**config.mk**
```make
export PLATFORM = sky130hd
export DESIGN_NAME = gcd_run_ctrl
export DESIGN_NICKNAME = d
export VERILOG_FILES = /design/src/rtl/gcd_pkg.sv /design/src/rtl/op_debounce.sv /design/src/rtl/gcd_run_ctrl.sv
export SDC_FILE = /design/constraint.sdc
export NUM_CORES = 1
export LEC_CHECK = 0
export ABC_AREA = 1
export CAP_MARGIN = 5
export CORE_MARGIN = 2
export CORE_UTILIZATION = 34
export CTS_BUF_LIST = sky130_fd_sc_hd__clkbuf_2 sky130_fd_sc_hd__clkbuf_4 sky130_fd_sc_hd__clkbuf_8
export DETAILED_ROUTE_END_ITERATION = 16
export SYNTH_ARGS = -nofsm -noshare
export SYNTH_HDL_FRONTEND = slang
export SYNTH_SLANG_ARGS = --single-unit
```
**constraint.sdc**
```tcl
create_clock -name CLK_1M -period 9.15 [get_ports CLK_1M]
set_clock_uncertainty 0.1 [all_clocks]
set_input_delay 1.3725 -clock CLK_1M [delete_from_list [all_inputs] [get_ports CLK_1M]]
set_output_delay 1.3725 -clock CLK_1M [all_outputs]
set_load 0.005 [all_outputs]
```
**src/rtl/gcd_pkg.sv**
```systemverilog
// Shared types and constants for the GCD run controller.
// State encoding, host operand address and default timeouts.
package gcd_pkg;

  typedef enum logic [2:0] {
    IDLE,
    LOAD,
    SETTLE,
    START,
    ACK,
    RUN,
    FAIL,
    DONE
  } state_t;

  localparam int HADDR_OPS        = 0;
  localparam int DEF_DEBOUNCE_CYC = 16;
  localparam int DEF_SETTLE_CYC   = 2;
  localparam int DEF_ACK_TO       = 16;
  localparam int DEF_RUN_TO       = 1000000;

endpackage

```
**src/rtl/op_debounce.sv**
```systemverilog
// Switch operand synchroniser and stability filter.
// Pulses accept once per newly stable operand pair.
module op_debounce
  import gcd_pkg::*;
#(
  parameter int OP_W         = 8,
  parameter int DEBOUNCE_CYC = DEF_DEBOUNCE_CYC
) (
  input  logic            clk,
  input  logic            rst,
  input  logic [OP_W-1:0] op_a,
  input  logic [OP_W-1:0] op_b,
  output logic            accept,
  output logic [OP_W-1:0] pair_a,
  output logic [OP_W-1:0] pair_b
);

  localparam int DW = $clog2(DEBOUNCE_CYC + 1);
  localparam logic [DW-1:0] CMAX = DW'(DEBOUNCE_CYC - 1);

  logic [OP_W-1:0] sa1, sa2, sb1, sb2;
  logic [OP_W-1:0] pa, pb;
  logic [OP_W-1:0] la, lb;
  logic            lvld;
  logic [DW-1:0]   cnt;
  logic            moved;

  assign moved  = (sa2 != pa) || (sb2 != pb);
  assign pair_a = pa;
  assign pair_b = pb;
  // lvld low after reset so the first stable pair always differs
  assign accept = (cnt == CMAX)
                && (!lvld || pa != la || pb != lb);

  always_ff @(posedge clk or posedge rst) begin
    if (rst) begin
      sa1  <= '0;
      sa2  <= '0;
      sb1  <= '0;
      sb2  <= '0;
      pa   <= '0;
      pb   <= '0;
      la   <= '0;
      lb   <= '0;
      lvld <= 1'b0;
      cnt  <= '0;
    end else begin
      sa1 <= op_a;
      sa2 <= sa1;
      sb1 <= op_b;
      sb2 <= sb1;
      pa  <= sa2;
      pb  <= sb2;
      if (moved)
        cnt <= '0;
      else if (cnt != CMAX)
        cnt <= cnt + 1'b1;
      if (accept) begin
        la   <= pa;
        lb   <= pb;
        lvld <= 1'b1;
      end
    end
  end

endmodule

```
**src/rtl/gcd_run_ctrl.sv**
```systemverilog
// Sequencer that loads switch operands into the GCD CPU,
// starts it, supervises the busy handshake and keeps the result.
module gcd_run_ctrl
  import gcd_pkg::*;
#(
  parameter int OP_W         = 8,
  parameter int DATA_W       = 32,
  parameter int DEBOUNCE_CYC = DEF_DEBOUNCE_CYC,
  parameter int SETTLE_CYC   = DEF_SETTLE_CYC,
  parameter int ACK_TO       = DEF_ACK_TO,
  parameter int RUN_TO       = DEF_RUN_TO,
  parameter int CNT_W        = 24
) (
  input  logic              CLK_1M,
  input  logic              rst,
  input  logic [OP_W-1:0]   op_a,
  input  logic [OP_W-1:0]   op_b,
  input  logic              cpu_bsy,
  input  logic [DATA_W-1:0] cpu_gcd,
  output logic              cpu_wen,
  output logic [DATA_W-1:0] cpu_haddr,
  output logic [DATA_W-1:0] cpu_hdin1,
  output logic [DATA_W-1:0] cpu_hdin2,
  output logic              cpu_start,
  output logic              busy,
  output logic [DATA_W-1:0] result,
  output logic              result_valid,
  output logic [CNT_W-1:0]  run_cycles,
  output logic              timeout
);

  localparam logic [CNT_W-1:0] SET_LAST = CNT_W'(SETTLE_CYC - 1);
  localparam logic [CNT_W-1:0] ACK_LAST = CNT_W'(ACK_TO - 1);
  localparam logic [CNT_W-1:0] RUN_LAST = CNT_W'(RUN_TO - 1);

  state_t           state, state_n;
  logic [CNT_W-1:0] cnt, cnt_n;
  logic             accept;
  logic [OP_W-1:0]  db_a, db_b;
  logic             pending;
  logic [OP_W-1:0]  pend_a, pend_b;
  logic             launch;
  logic [OP_W-1:0]  la, lb;
  logic             zero_op;

  op_debounce #(
    .OP_W        (OP_W),
    .DEBOUNCE_CYC(DEBOUNCE_CYC)
  ) u_db (
    .clk   (CLK_1M),
    .rst   (rst),
    .op_a  (op_a),
    .op_b  (op_b),
    .accept(accept),
    .pair_a(db_a),
    .pair_b(db_b)
  );

  assign zero_op = (la == '0) || (lb == '0);

  always_comb begin
    state_n = state;
    cnt_n   = cnt;
    launch  = 1'b0;
    la      = db_a;
    lb      = db_b;
    unique case (state)
      IDLE:   launch = accept;
      LOAD: begin
        state_n = SETTLE;
        cnt_n   = '0;
      end
      SETTLE: begin
        if (cnt == SET_LAST) state_n = START;
        else cnt_n = cnt + 1'b1;
      end
      START: begin
        state_n = ACK;
        cnt_n   = CNT_W'(1);
      end
      ACK: begin
        if (cpu_bsy) begin
          state_n = RUN;
          cnt_n   = '0;
        end else if (cnt == ACK_LAST) begin
          state_n = FAIL;
        end else begin
          cnt_n = cnt + 1'b1;
        end
      end
      RUN: begin
        if (!cpu_bsy) state_n = DONE;
        else if (cnt == RUN_LAST) state_n = FAIL;
        else cnt_n = cnt + 1'b1;
      end
      FAIL:   state_n = DONE;
      DONE: begin
        // a fresh accept is newer than anything still pending
        launch = accept || pending;
        if (!accept) begin
          la = pend_a;
          lb = pend_b;
        end
        if (!launch) state_n = IDLE;
      end
    endcase
    if (launch) begin
      state_n = zero_op ? DONE : LOAD;
      cnt_n   = '0;
    end
  end

  always_ff @(posedge CLK_1M or posedge rst) begin
    if (rst) begin
      state        <= IDLE;
      cnt          <= '0;
      pending      <= 1'b0;
      pend_a       <= '0;
      pend_b       <= '0;
      cpu_wen      <= 1'b0;
      cpu_haddr    <= '0;
      cpu_hdin1    <= '0;
      cpu_hdin2    <= '0;
      cpu_start    <= 1'b0;
      busy         <= 1'b0;
      result       <= '0;
      result_valid <= 1'b0;
      run_cycles   <= '0;
      timeout      <= 1'b0;
    end else begin
      state     <= state_n;
      cnt       <= cnt_n;
      cpu_wen   <= (state_n == LOAD);
      cpu_start <= (state_n == START);
      cpu_haddr <= (state_n == LOAD) ? DATA_W'(HADDR_OPS) : '0;
      if (launch) begin
        pending      <= 1'b0;
        busy         <= 1'b1;
        timeout      <= 1'b0;
        result_valid <= 1'b0;
        if (zero_op) begin
          result       <= DATA_W'(la | lb);
          result_valid <= 1'b1;
          run_cycles   <= '0;
        end else begin
          cpu_hdin1 <= DATA_W'(la);
          cpu_hdin2 <= DATA_W'(lb);
        end
      end else if (accept && state != IDLE) begin
        pending <= 1'b1;
        pend_a  <= db_a;
        pend_b  <= db_b;
      end
      // the ACK cycle that saw cpu_bsy rise is counted too
      if (state == RUN && !cpu_bsy) begin
        result       <= cpu_gcd;
        run_cycles   <= cnt + 1'b1;
        result_valid <= 1'b1;
      end
      if (state_n == FAIL)
        timeout <= 1'b1;
      if (state == DONE && !launch)
        busy <= 1'b0;
    end
  end

endmodule

```
; ---- After elaboration in Yosys (flattened, before gate mapping)
; Index checks and enable logic that the tools add are counted.
[op_classes]
addsub = 2
n_mul = 0
div_mod_pow = 0
n_lt_le_gt_ge = 0
n_eq_ne = 23
n_shift = 0
muxes = 38
n_bitwise = 3
n_reduce_logical = 27
[ops]
columns = cell, n
row1 = $mux 24, 9
row2 = $pmux 24 s5, 1
row3 = $mux 32, 3
row4 = $mux 8, 4
row5 = $ne 8x8->1, 4
row6 = $add 24x1->24 const B, 1
row7 = $eq 24x1->1 const B, 1
row8 = $eq 24x20->1 const B, 1
row9 = $eq 24x4->1 const B, 1
row10 = $mux 3, 8
row11 = $pmux 3 s7, 1
row12 = $logic_not 8->1, 2
row13 = $eq 3x3->1 const B, 5
row14 = $reduce_bool 2->1, 6
row15 = $mux 5, 2
row16 = $eq 3x2->1 const B, 3
row17 = $mux 1, 9
row18 = $ne 3x3->1 const B, 3
row19 = $or 8x8->8, 1
row20 = $eq 3x1->1 const B, 2
row21 = $reduce_and 2->1, 3
row22 = $reduce_bool 6->1, 1
row23 = $add 5x1->5 const B, 1
row24 = $eq 5x4->1 const B, 1
row25 = other kinds (10), 20
[word_totals]
ff_bits = 191
latchBits = 0
mem_bits_rw = 0
romBits = 0
inputBits = 51
output_inout_bits = 157
word_cells = 117
mem_count = 0

; ---- Logic depth before layout (Yosys ltp)
; Gate-level depths: netlist (run 1).
[depth]
word_depth = 12
ltp_mapped = 21
ltp_nobuf = 18

; ---- Cells and area by module
; A second synthesis (run 1) with hierarchy kept.
[hier_totals]
hier_cells = 1101
area_unflattened_um2 = 9186.3
[modules_own_cells]
columns = module, n_inst, cells_each, area_per_inst_um2, seq_area_each_um2
row1 = gcd_run_ctrl, 1, 855, 6551.3, 3027.9
row2 = op_debounce, 1, 246, 2635.0, 1751.7

; ---- Worst setup path before layout (run 1)
; No wires, ideal clock.
[synth_timing]
path_type = input port to flip-flop
from = in cpu_bsy
to = reg result[0]
setup_ns = 0.117
t_arrival_ns = 2.443
slack_ns = 6.489
stages = 8
path_cell_list = nor2_1 -> inv_1 -> nand2_1 -> nand2_2 -> buf_6 -> buf_6 -> nand2_1 -> nand2_1
[synth_between]
elab_chain_cells = 4
[synth_rtl]
columns = item, line_no
row1 = "start, declared", gcd_run_ctrl.sv:18  ; input logic cpu_bsy,
row2 = $logic_not 1->1 (*), gcd_run_ctrl.sv:155  ; if (state == RUN && !cpu_bsy) begin
row3 = $logic_and 1x1->1 (*), gcd_run_ctrl.sv:155
row4 = $reduce_bool 2->1 (no source line), --
row5 = $reduce_and 2->1 (no source line), --
row6 = "end signal, assigned", gcd_run_ctrl.sv:142  ; result <= DATA_W'(la | lb);
row7 = "end signal, assigned", gcd_run_ctrl.sv:156  ; result <= cpu_gcd;
row8 = "end, declared", gcd_run_ctrl.sv:26  ; output logic [DATA_W-1:0] result,
; Mark *: on every way between the ends. The rest lies on a longest branch, timed or not.
; A chain may end at the register's enable or synchronous reset.

; ---- Worst setup path in the final report (run 1)
[layout_timing]
from = reg u_db.cnt[0]
to = reg run_cycles[22]
[layout_between]
elab_chain_cells = 8
[layout_rtl]
columns = item, line_no
row1 = "start, declared", op_debounce.sv:25  ; logic [DW-1:0] cnt;
row2 = "start signal, assigned", op_debounce.sv:57  ; cnt <= cnt + 1'b1;
row3 = $eq 5x4->1 (*), op_debounce.sv:32  ; assign accept = (cnt == CMAX)
row4 = $logic_and 1x1->1 (*), op_debounce.sv:33  ; && (!lvld || pa != la || pb != lb);
row5 = $mux 8, gcd_run_ctrl.sv:100  ; if (!accept) begin
row6 = $mux 8, gcd_run_ctrl.sv:67  ; unique case (state)
row7 = $logic_not 8->1, gcd_run_ctrl.sv:59  ; assign zero_op = (la == '0) || (lb == '0);
row8 = $logic_or 1x1->1, gcd_run_ctrl.sv:59
row9 = $reduce_bool 2->1 (no source line), --
row10 = $reduce_and 2->1 (no source line) (*), --
row11 = "end signal, assigned", gcd_run_ctrl.sv:157  ; run_cycles <= cnt + 1'b1;
row12 = "end, declared", gcd_run_ctrl.sv:28  ; output logic [CNT_W-1:0] run_cycles,
; Marks and branches as above.

==> results.toml, run 1 <==
[worst_setup_path]
r2r_cells = 12
worst_ep_arrival_time_ns = 4.11
worstReg2RegStart = "u_db.cnt[0]"
r2r_setup_slack_ns = 5.33
end_kind = "flip-flop"
cp.required_ns = 9.45
start_kind = "flip-flop"
r2r_end = "run_cycles[22]"
cp_max_fo = 57
critPathKind = "reg2reg"

[sta]
rsz0062_at_grt = "no"
max_slew_margin_pct = 24.8
setup_tns_ns = 0
hold_violations = 0
tightest_slew_ns = 1.12
final.min_clock_period_ns = 3.82
timing.final.crit_share_pct = 41.7
finalSetupViolations = 0
slew_violations = 0
fmax_mhz = 262

[routing]
avgRoutedWirePerCell_um = 13.3
drt-pass1-iter-count = 5
drtIter0Drc = 532
via_count = 6585
drcViolationCount = 0
wirelength_mm = 19.6
ant_nets = 0
via_per_inst = 4.47

[power]
p_sw_uw = 765
power.share.clock_pct = 25.0
leakagePower_nw = 5.05
p_int_mw = 1.50
finalPower_mw = 2.27
seqPwrFrac_pct = 45.8
combPwrFrac_pct = 29.2
ir_worst_vdd_mv = 0.138
swShare_pct = 33.7
p_per_area_mw_per_mm2 = 215

[final_layout]
drive_gt1_share_pct = 6.15
syn2layout_area_growth_pct = 18.4
nNetsFinal = 1184
layout_common_cells = "322 x nand2_1, 191 x dfrtp_1, 127 x clkdlybuf4s50_1"
fillers = 2630
postLayoutCellArea_sq_mm = 0.0105
diodes = 0
mostFrequentLayoutCell = "nand2_1"

[clock_tree]
cts_hold_buf = 0
clkLatencyLatePin_ns = 0.47
htree_levels = 4
clockBufferDepth = 2
clockRootBuffer = "clkbuf_8"
numClockSinks = 191
path_clk_slew_ns = 0.10
cts_buffers = 17
cts_tree = "built"
post-cts-setup-buffer-count = 0
cts_resized = 0

[grt]
grt_overflow = 0
grt_max_degree = 117
grt_first_pass_wirelength_mm = 32.6
grt_pass1_vias = 6136
grt_antenna_before_repair = 0
grt_usage_pct = 14.5

[synth]
syn_area_sq_mm = 0.00890
synth_top_area_share_pct = 53.7
postSynthCellCount = 1011
synth-edff-count = 0
async_flop_share_pct = 100
synth_cell_types = 37
avgSynthCellArea_sq_um = 8.80
synth_flop_cell = "dfrtp_1"
synth_seq_cells = 191
synth_area_leaders = "dfrtp_1 54%, nand2_1 14%, buf_4 6.8%"
yosysSeqAreaShare_pct = 53.7
synth.largest_area_cell = "dfrtp_1"
synth_warnings = 0

[die]
die_w_um = 166
rows = 59
core-area_sq_mm = 0.0259
die_h_um = 166
die_area_sq_mm = 0.0275
io_pins = 208
start_util_pct = 34.3

[min_path]
hold_end = "u_db.sb2[6]"
holdCritPathClass = "reg2reg"
whs_path_depth = 0
min_from = "u_db.sb1[6]"

[placement]
io_buffer_count = 127
placed_area_sq_mm = 0.0101
globalplace.congestion = 0.821
dpl.hpwl_mm = 13.6

[job]
maxCapViolCount = 0

[outcome]
status = "finished clean"
[metal layers]
metal,vias to the layer above,GRT usage [%],wire [um]
li1,3261,-,-
met4,0,4.65,314
met2,211,22.0,8860
met5,-,0,0
met3,16,3.29,1020
met1,3097,20.7,9440
[sequential cells by signal, indices dropped and copies added, names as in the netlist, 3 cells and up]
register / count
cpu_hdin2: 8
u_db.la: 8
u_db.sb2: 8
u_db.lb: 8
pend_b: 8
u_db.sb1: 8
u_db.pair_a: 8
result: 32
u_db.sa2: 8
u_db.sa1: 8
pend_a: 8
cnt: 24
u_db.cnt: 5
run_cycles: 24
cpu_hdin1: 8
u_db.pair_b: 8
state: 3
[cell families (layout without fill, tap and decap cells)]
group | after synthesis | count (layout) | share of synthesized area [%]
fa+ha+maj | 7 | 7 | 0.984
xor+xnor | 37 | 37 | 3.64
compound gates | 105 | 105 | 6.27
other cells | 1 | 80 | 0.0421
buf+inv | 193 | 242 | 12.2
flops | 191 | 191 | 53.7
simple gates | 477 | 477 | 23.2
[area by class of cell]
cell class	instances	area (sq um)	area share, %
clock buffer	19	255	2.42
clock inverter	13	145	1.38
inverter	81	312	2.96
multi-input combinational	706	3340	31.7
sequential	191	4780	45.4
tap	335	419	3.98
timing repair buffer	129	1290	12.2
[critical path, cell delays in order (launching register included)]
cell and delay (ns):
dfrtp_1 0.42, ha_1 0.22, and3_1 0.15, ha_1 0.28, nand2_4 0.45, inv_1 0.12, nand2_1 0.08, nand2_1 0.06
nand2_1 0.39, nand2_1 0.32, nand2_2 0.90, nand2_1 0.12, nand2_1 0.10
[synthesized netlist by cell type (11+ instances only)]
master,count
a21oi_1,21
buf_4,81
clkbuf_1,17
dfrtp_1,191
inv_1,70
inv_2,11
nand2_1,322
nand3_1,31
nand3b_1,22
nor2_1,49
o21ai_0,53
o22ai_1,19
or2_2,13
xor2_1,34
[metrics by stage]
step           cells  setup WS (ns)  hold WS, ns  util [%]
2_1_floorplan   1090           2.48        0.231         -
3_3_place_gp    1442           5.09        0.233      39.1
3_5_place_dp    1442           5.02        0.235      39.1
4_1_cts         1474           5.29        0.259      40.7
5_1_grt         1474           4.84        0.263      40.7
6_report        1474           5.33        0.252      40.7
[power by group through the flow]
stage / Combinational [mW] / Clock, mW / Sequential (mW)
floorplan: 0.368 / 0 / 1.05
global placement: 0.657 / 0 / 1.05
detailed placement: 0.665 / 0 / 1.05
CTS: 0.667 / 0.593 / 1.04
global route: 0.741 / 0.625 / 1.06
finish: 0.663 / 0.567 / 1.04
[how the worst max path moves through the flow]
stage                      from        endpoint  slack [ns]  depth (start not counted)
detailed placement      cpu_bsy      result[13]        5.02                          7
global route        u_db.cnt[0]      result[24]        4.84                         12
CTS                 u_db.cnt[0]  run_cycles[22]        5.29                         12
global placement        cpu_bsy      result[15]        5.09                          7
floorplan                   rst            busy        2.48                          1
finish              u_db.cnt[0]  run_cycles[22]        5.33                         12
(Power assumes the default switching activity.)
==> inputs of run 2 (changes only) <==
==> constraint.sdc (replaced) <==
create_clock -name CLK_1M -period 3.4 [get_ports CLK_1M]
set_clock_uncertainty 0.1 [all_clocks]
set_input_delay 0.51 -clock CLK_1M [delete_from_list [all_inputs] [get_ports CLK_1M]]
set_output_delay 0.51 -clock CLK_1M [all_outputs]
set_load 0.005 [all_outputs]
==> results.toml, run 2 (synthesis results as in run 1) <==
[final_layout]
drive_gt1_share_pct = 7.29
seqCellArea_sq_mm = 0.00478
largest_register_ffs = 32
fillers = 2601
mostFrequentLayoutCell = "nand2_1"
syn2layout_area_growth_pct = 19.8
multiInputGateArea_sq_mm = 0.00334
layout_common_cells = "322 x nand2_1, 191 x dfrtp_1, 127 x clkdlybuf4s50_1"
top_regs = "result x32, cnt x24, run_cycles x24"
regMostFlops = "result"
stdcell_count = 1489
nNetsFinal = 1199

[placement]
place_ws_ns = 0.652
io_buffer_count = 127
placedCellCount = 1457
dpl.hpwl_mm = 14.3
globalplace.congestion = 0.821

[power]
p_per_area_mw_per_mm2 = 569
finalPower_mw = 6.06
leakagePower_nw = 5.11
ir_worst_vdd_mv = 0.264

[worst_setup_path]
start_kind = "flip-flop"
cp_max_fo = 39
critPathKind = "reg2reg"
cp.required_ns = 3.66
worst_ep_arrival_time_ns = 3.02
end_kind = "flip-flop"
r2r_cells = 15
r2r_setup_slack_ns = 0.64
worstReg2RegStart = "u_db.cnt[0]"
r2r_end = "run_cycles[17]"

[clock_tree]
clockBufferDepth = 2
cts_hold_buf = 0
path_clk_slew_ns = 0.11
clkLatencyLatePin_ns = 0.47
clockRootBuffer = "clkbuf_8"
htree_levels = 4
cts_resized = 0
cts_tree = "built"
post-cts-setup-buffer-count = 0
cts_buffers = 17
numClockSinks = 191

[sta]
max_slew_margin_pct = 58.7
finalSetupViolations = 0
slew_violations = 0
timing.final.crit_share_pct = 81.3
tightest_slew_ns = 0.618
hold_violations = 0
finalWorstSetupSlack_ns = 0.635
setup_tns_ns = 0
rsz0062_at_grt = "no"
fmax_mhz = 362
final.min_clock_period_ns = 2.76

[grt]
grt_antenna_before_repair = 1
grt_usage_pct = 14.7
grt_first_pass_wirelength_mm = 32.9
grt_max_degree = 70
grt_overflow = 0
grt_pass1_vias = 6260

[outcome]
status = "finished clean"

[routing]
drt-pass1-iter-count = 5
drcViolationCount = 0
avgRoutedWirePerCell_um = 13.3
via_count = 6594
wirelength_mm = 19.8
ant_nets = 0
via_per_inst = 4.43
drtIter0Drc = 376

[job]
maxCapViolCount = 0

[die]
die_area_sq_mm = 0.0275
die_w_um = 166
core-area_sq_mm = 0.0259
io_pins = 208
rows = 59
die_h_um = 166
start_util_pct = 34.3

[min_path]
hold_end = "u_db.sa2[2]"
whs_path_depth = 0
min_from = "u_db.sa1[2]"
holdCritPathClass = "reg2reg"
==> run 2: worst max-delay path, stage by stage (launching register included) <==
cell	delay, ns
dfrtp_1	0.40
ha_1	0.17
and3_1	0.15
ha_1	0.30
nand2_4	0.21
nand2_4	0.21
nand2_1	0.07
nand2_1	0.13
nand2_1	0.07
nor2_1	0.15
nand2_2	0.11
nand3_4	0.15
nand2_2	0.09
buf_12	0.19
nand2_1	0.08
nand2_1	0.05
==> run 2: cell type report <==
type	count	share of cell area [%]
multi-input cells	706	31.3
repair buffers	144	13.5
inverters	81	2.89
well taps	335	3.93
flip-flops and latches	191	44.8
diodes	1	0.0235
clock inverters	13	1.17
clock buffers	18	2.32
==> run 2: worst max path at each step <==
stage	from	end	slack, ns	cells after the start
2_1_floorplan	rst	busy	0.33	1
3_3_place_gp	u_db.cnt[0]	cpu_hdin1[2]	0.70	14
3_5_place_dp	u_db.cnt[0]	result[22]	0.65	15
4_1_cts	u_db.cnt[0]	cpu_hdin1[2]	0.63	14
5_1_grt	u_db.cnt[0]	run_cycles[13]	0.36	15
6_report	u_db.cnt[0]	run_cycles[17]	0.64	15
==> run 2: where the power goes <==
| part | switching [mW] | total [mW] | internal, mW |
|---|---|---|---|
| Combinational | 0.954 | 1.82 | 0.867 |
| Sequential | 0.214 | 2.80 | 2.58 |
| Clock | 0.890 | 1.44 | 0.554 |
==> run 2: per-stage QoR <==
step,cell area [sq um],hold WS [ns],utilization [%]
floorplan,9200,0.231,-
global placement,10300,0.232,39.7
detailed placement,10300,0.235,39.7
CTS,10700,0.260,41.1
global route,10700,0.264,41.1
finish,10700,0.255,41.1
==> run 2: routing by layer <==
metal	part of all wire (%)	GRT usage (%)	vias up
li1	-	-	3291
met1	48	20.6	3117
met2	46	22.6	169
met3	5.2	3.36	17
met4	1.4	4.88	0
met5	0	0	-
